--- src/rtl/sa_row_feeder_if.sv ---
// Activation vector stream into the row feeder: one SA_ROW-wide vector per
// accepted beat, with an optional last flag that closes a short tile.
interface sa_row_feeder_if #(
    parameter int SA_ROW     = 3,
    parameter int DATA_WIDTH = 8
);
    logic                                in_valid;
    logic                                in_ready;
    logic                                in_last;
    logic [SA_ROW-1:0][DATA_WIDTH-1:0]   in_vec;

    modport master (output in_valid, output in_vec, output in_last, input in_ready);
    modport slave  (input in_valid, input in_vec, input in_last, output in_ready);
endinterface

--- src/rtl/sa_row_feeder.sv ---
// Buffers one tile of activation vectors, then streams it diagonally skewed (row r delayed r cycles).
// Latency 1 cycle from final accept to t=0; in_ready low for the whole stream (VECTOR_LENGTH+SA_ROW-1 cycles).
module sa_row_feeder #(
    parameter int SA_ROW        = 3,
    parameter int DATA_WIDTH    = 8,
    parameter int VECTOR_LENGTH = 8
) (
    input  logic                              i_clk,
    input  logic                              i_rst,
    sa_row_feeder_if.slave                    i_in,
    output logic                              o_sa_iv,
    output logic [SA_ROW-1:0][DATA_WIDTH-1:0] o_row_A_i,
    output logic                              o_tile_done
);
    localparam int STEPS = VECTOR_LENGTH + SA_ROW - 1;
    localparam int CW    = $clog2(STEPS + 1);

    typedef logic [SA_ROW-1:0][DATA_WIDTH-1:0] vec_t;
    typedef enum logic {LOAD, STREAM} state_t;

    state_t          r_state;
    logic [CW-1:0]   r_cnt;
    logic [CW-1:0]   r_t;
    logic [CW-1:0]   r_nvec;
    vec_t            r_buf [VECTOR_LENGTH];
    logic            r_sa_iv;
    vec_t            r_row;
    logic            r_done;

    logic            w_accept;
    logic            w_final;
    vec_t            w_row;

    assign i_in.in_ready = (r_state == LOAD) && !i_rst;
    assign w_accept      = i_in.in_valid && i_in.in_ready;
    assign w_final       = (r_cnt == CW'(VECTOR_LENGTH - 1)) || i_in.in_last;

    assign o_sa_iv     = r_sa_iv;
    assign o_row_A_i   = r_row;
    assign o_tile_done = r_done;

    // Next output row: step t+1 while streaming, step 0 on the final accept.
    // Slots at or beyond r_nvec were never loaded in this tile and read as zero.
    always_comb begin
        w_row = '0;
        if (r_state == LOAD) begin
            w_row[0] = (r_cnt == '0) ? i_in.in_vec[0] : r_buf[0][0];
        end else begin
            for (int r = 0; r < SA_ROW; r++) begin
                for (int s = 0; s < VECTOR_LENGTH; s++) begin
                    if ((int'(r_t) + 1 == s + r) && (s < int'(r_nvec))) begin
                        w_row[r] = r_buf[s][r];
                    end
                end
            end
        end
    end

    always_ff @(posedge i_clk) begin
        if (i_rst) begin
            r_state <= LOAD;
            r_cnt   <= '0;
            r_t     <= '0;
            r_nvec  <= '0;
            r_sa_iv <= 1'b0;
            r_row   <= '0;
            r_done  <= 1'b0;
        end else begin
            r_done <= 1'b0;
            case (r_state)
                LOAD: begin
                    if (w_accept) begin
                        r_cnt <= r_cnt + 1'b1;
                        if (w_final) begin
                            r_state <= STREAM;
                            r_nvec  <= r_cnt + 1'b1;
                            r_t     <= '0;
                            r_sa_iv <= 1'b1;
                            r_row   <= w_row;
                        end
                    end
                end
                STREAM: begin
                    if (r_t == CW'(STEPS - 1)) begin
                        r_state <= LOAD;
                        r_cnt   <= '0;
                        r_t     <= '0;
                        r_sa_iv <= 1'b0;
                        r_row   <= '0;
                        r_done  <= 1'b1;
                    end else begin
                        r_t   <= r_t + 1'b1;
                        r_row <= w_row;
                    end
                end
                default: r_state <= LOAD;
            endcase
        end
    end

    // Tile storage is never cleared; the r_nvec bound masks stale slots.
    always_ff @(posedge i_clk) begin
        if ((r_state == LOAD) && w_accept) begin
            for (int s = 0; s < VECTOR_LENGTH; s++) begin
                if (r_cnt == CW'(s)) begin
                    r_buf[s] <= i_in.in_vec;
                end
            end
        end
    end
endmodule

--- src/flat_wrapper.sv ---
// flat-port wrapper written by rule: the top's interface ports become plain ports
module sa_row_feeder_flat 
#(
    parameter int SA_ROW        = 3,
    parameter int DATA_WIDTH    = 8,
    parameter int VECTOR_LENGTH = 8
)
  (i_clk, i_rst, o_sa_iv, o_row_A_i, o_tile_done, i_in_in_valid, i_in_in_vec, i_in_in_last, i_in_in_ready);
  sa_row_feeder_if #(.SA_ROW(SA_ROW), .DATA_WIDTH(DATA_WIDTH)) i_in_i ();
  input  logic i_clk;
  input  logic i_rst;
  output logic o_sa_iv;
  output logic [SA_ROW-1:0][DATA_WIDTH-1:0] o_row_A_i;
  output logic o_tile_done;
  input wire logic [$bits(i_in_i.in_valid)-1:0] i_in_in_valid;
  input wire logic [$bits(i_in_i.in_vec)-1:0] i_in_in_vec;
  input wire logic [$bits(i_in_i.in_last)-1:0] i_in_in_last;
  output wire logic [$bits(i_in_i.in_ready)-1:0] i_in_in_ready;
  assign i_in_i.in_valid = i_in_in_valid;
  assign i_in_i.in_vec = i_in_in_vec;
  assign i_in_i.in_last = i_in_in_last;
  assign i_in_in_ready = i_in_i.in_ready;
  sa_row_feeder #(.SA_ROW(SA_ROW), .DATA_WIDTH(DATA_WIDTH), .VECTOR_LENGTH(VECTOR_LENGTH)) u_core (.i_clk(i_clk), .i_rst(i_rst), .i_in(i_in_i), .o_sa_iv(o_sa_iv), .o_row_A_i(o_row_A_i), .o_tile_done(o_tile_done));
endmodule
--- config.mk ---
export PLATFORM = sky130hd
export DESIGN_NAME = sa_row_feeder_flat
export DESIGN_NICKNAME = d
export VERILOG_FILES = /design/src/rtl/sa_row_feeder_if.sv /design/src/rtl/sa_row_feeder.sv /design/src/flat_wrapper.sv
export SDC_FILE = /design/constraint.sdc
export NUM_CORES = 1
export LEC_CHECK = 0
export ABC_AREA = 1
export BUFFER_PORTS_ARGS = -buffer_cell sky130_fd_sc_hd__buf_2
export CORE_MARGIN = 1
export CORE_UTILIZATION = 55
export CTS_CLUSTER_SIZE = 24
export DETAILED_ROUTE_END_ITERATION = 10
export PLACE_DENSITY = 0.74
export RECOVER_POWER = 50
export SYNTH_ARGS = -nofsm -noshare
export SYNTH_HDL_FRONTEND = slang
export SYNTH_SLANG_ARGS = --single-unit
--- constraint.sdc ---
create_clock -name i_clk -period 4.2 [get_ports i_clk]
set_input_delay 0.42 -clock i_clk [delete_from_list [all_inputs] [get_ports i_clk]]
set_output_delay 0.42 -clock i_clk [all_outputs]
set_load 0.1 [all_outputs]
==> flow_metrics.tcl <==
set metrics [dict create \
    rows 48 \
    swShare_pct 23.24 \
    worstSetupEndpoint "u_core.o_row_A_i[7]" \
    netlist_area_um2 9883 \
    antenna_found_initial 0 \
    r2r_slack_ns 1.47 \
    grt_setup_unrepaired "false" \
    dp_hpwl_um 14670 \
    startpoint "u_core.r_t[1]" \
    dpl_cell_area_um2 10440 \
    power-per-cell-area_nw_per_um2 436.7 \
    grt_pass1_vias 6496 \
    grt_pass1_wl_um 35320 \
    numPortBuffers 54 \
    cp_slowest_stage_delay_ns 0.68 \
    via_per_inst 5.658 \
    drt-total-wl_um 22810 \
    clk_pin_slew_ns 0.07 \
    start_util_pct 56.75 \
    drive_gt1_share_pct 12.06 \
    dieArea_um2 18510 \
    die-width_um 136.1 \
    finalHoldViolations 0 \
    cts_setup_buffers 0 \
    track_usage_pct 25.44 \
    gr-total-overflow 0 \
    cts-root-buf "clkbuf_16" \
    drt_iter0_markers 671 \
    final_nets 1007 \
    synthesis.nets 943 \
    ioPinCount 55 \
    maxSlewViolCount 0 \
    cts_sinks 231 \
    ys_top_cells_by_count "nand2_1 (194), edfxtp_1 (192), a21oi_1 (116)" \
    r2r-end "u_core.o_row_A_i[7]" \
    crit_path_cell_trace "ha_1 -> inv_1 -> nand2_2 -> nand2_4 -> nor2_4 -> nand2_4 -> nor2_1 -> inv_1 -> o21ai_0 -> o21ai_1 -> nand2_1 -> a21oi_1" \
    clockPowerShare_pct 40.0 \
    p_leak_nw 4.111 \
    core_area_um2 17420 \
    htree_levels 1 \
    ir_drop_mv 0.3170 \
    routedWlPerCell_um 18.82 \
    power.share.sequential_pct 52.6 \
    setup_viol 0 \
    hold_ws_ns 0.2688 \
    combPwrFrac_pct 7.3 \
    placed_cells 1170 \
    crit_slowest_cell "nor2_1" \
    cts_buffers 23 \
    cts_tree "done" \
    yosysSeqAreaShare_pct 66.24 \
    postCtsHoldBufs 0 \
    clk_latency_ns 0.52 \
    diodes 0 \
    yosysWarnings 0 \
    period_needed_ns 2.727 \
    yosysMostFrequentCell "nand2_1" \
    status "complete, no violations" \
    maxCapViolations 0 \
    cts-resized-gates 0 \
    clock_path_buffers 3 \
    p_switching_w 0.001124 \
    ys.flop_type "edfxtp_1" \
    cp_max_fo 12 \
    p_int_w 0.003713 \
    end_kind "flip-flop" \
    yosysTopAreaCell "edfxtp_1" \
    fmax_mhz 366.7 \
    worst_pin_slew_ns 1.197 \
    hp-class "in2reg" \
    async_flop_share_pct 0 \
    area_growth_pct 12.09 \
    cp.arrival_ns 3.12 \
    ant_nets 0 \
    r2r-start "u_core.r_t[1]" \
    grt_max_degree 28 \
    synth.distinct_cells 36 \
    cp.required_ns 4.59 \
    slew_headroom_pct 20.52 \
    synth_edf_count 192 \
    avgSynthCellArea_um2 10.91 \
    post-route-util_pct 63.61 \
    worstSetupPathType "reg2reg" \
    die_h_um 136.1 \
    rr_worst_depth 12 \
    ys_ff_latch 231 \
    multiInputGateArea_um2 2979 \
    cp-start-kind "flip-flop" \
    skew_ns 0.01023 \
    seq_area_um2 6546 \
    final_cells 1212 \
    drc 0 \
    synthCells 906 \
    n_fill_cell 1374 \
    gp_congestion 0.8722 \
    synth_top_area_share_pct 58.34 \
    finalInstanceArea_um2 11080 \
    vias 6857 \
    netlist_top_cells_area "edfxtp_1 (58%), dfxtp_1 (7.9%), nand2_1 (7.4%)" \
    period_share_pct 64.93 \
    drtPass1Iterations 5 \
]
[worst min path at each step]
stage | startpoint | end | slack (ns) | cells after the start
detailed placement | u_core.o_row_A_i[11] | u_core.o_row_A_i[11] | 0.46 | 2
global placement | u_core.o_row_A_i[8] | u_core.o_row_A_i[8] | 0.45 | 2
CTS | i_in_in_vec[17] | u_core.r_buf[0][41] | 0.18 | 1
finish | i_in_in_vec[15] | u_core.r_buf[0][63] | 0.27 | 1
global route | i_in_in_vec[15] | u_core.r_buf[1][39] | 0.30 | 1
floorplan | u_core.r_cnt[0] | u_core.r_nvec[0] | 0.47 | 1
[cell type report]
cell class,instances,share of cell area (%)
multi-input combinational,583,26.89
timing repair buffer,65,2.846
sequential,231,59.09
clock inverter,10,0.7115
inverter,66,2.236
tap,225,2.541
clock buffer,32,5.681
[through the flow]
step	TNS [ns]	total power (W)	setup WS (ns)
2_1_floorplan	-36.38	0.002834	-0.2775
3_3_place_gp	0	0.002947	1.516
3_5_place_dp	0	0.002951	1.465
4_1_cts	0	0.004866	1.515
5_1_grt	0	0.004975	1.229
6_report	0	0.004838	1.473
[state kept, by name, summed over array words and instances, names as in the netlist]
register	flops
u_core.r_buf	192
u_core.r_state	1
u_core.r_t	4
u_core.o_row_A_i	24
u_core.o_tile_done	1
u_core.r_cnt	4
u_core.r_nvec	4
u_core.o_sa_iv	1
[power by group through the flow]
stage | combinational, W | sequential [W] | clock (W)
final | 0.000354 | 0.00255 | 0.00194
after global routing | 0.000386 | 0.00255 | 0.00204
after CTS | 0.000359 | 0.00255 | 0.00196
after detailed placement | 0.000357 | 0.00259 | 0
after global placement | 0.000354 | 0.00259 | 0
after floorplan | 0.000177 | 0.00266 | 0
[cells in the final DEF, fill, tap and decap left out, types with 5 or more instances in the layout]
master       n
nand2_2      8
nor3_1       8
a21oi_2      5
mux2_2       8
nor2_2       6
a21oi_1    116
o21ai_0     24
edfxtp_1   192
buf_4        9
clkbuf_16   23
nor2_4      10
dfxtp_1     39
nor3_2       9
inv_2        9
clkbuf_1    57
ha_1         9
nand3_1     51
o21ai_1     11
nand2_1    194
o211ai_1    10
inv_1       57
nor2_1      88
[critical path, delay by kind of cell, from the launching register on]
family | cells | cell delay, ns
AO/OA/AOI/OAI | 3 | 0.30
adder cells (fa/ha/maj) | 1 | 0.28
buffers and inverters | 2 | 0.30
flip-flops | 1 | 0.51
AND/OR/NAND/NOR | 6 | 1.21
[metal layers]
metal  share of wire [%]  global-route usage, %  up-vias
li1                    -                      -     3256
met1                  44                  35.97     3252
met2                  46                  39.42      286
met3                 6.9                  4.288       63
met4                 3.1                  9.815        0
met5                   0                      0        -
[cells by family (layout without fill, tap and decap cells)]
kind of cell / count (synthesis) / count (layout) / share of synthesized area [%]
buffers and inverters: 92 / 173 / 3.950
adders and majority gates: 9 / 9 / 1.139
DFF: 231 / 231 / 66.24
AOI/OAI and AO/OA: 167 / 167 / 8.925
muxes: 8 / 8 / 0.9115
and+or+nand+nor: 397 / 397 / 18.66
xor gates and xnor gates: 2 / 2 / 0.1773
Power figures use the tool's default switching activity.
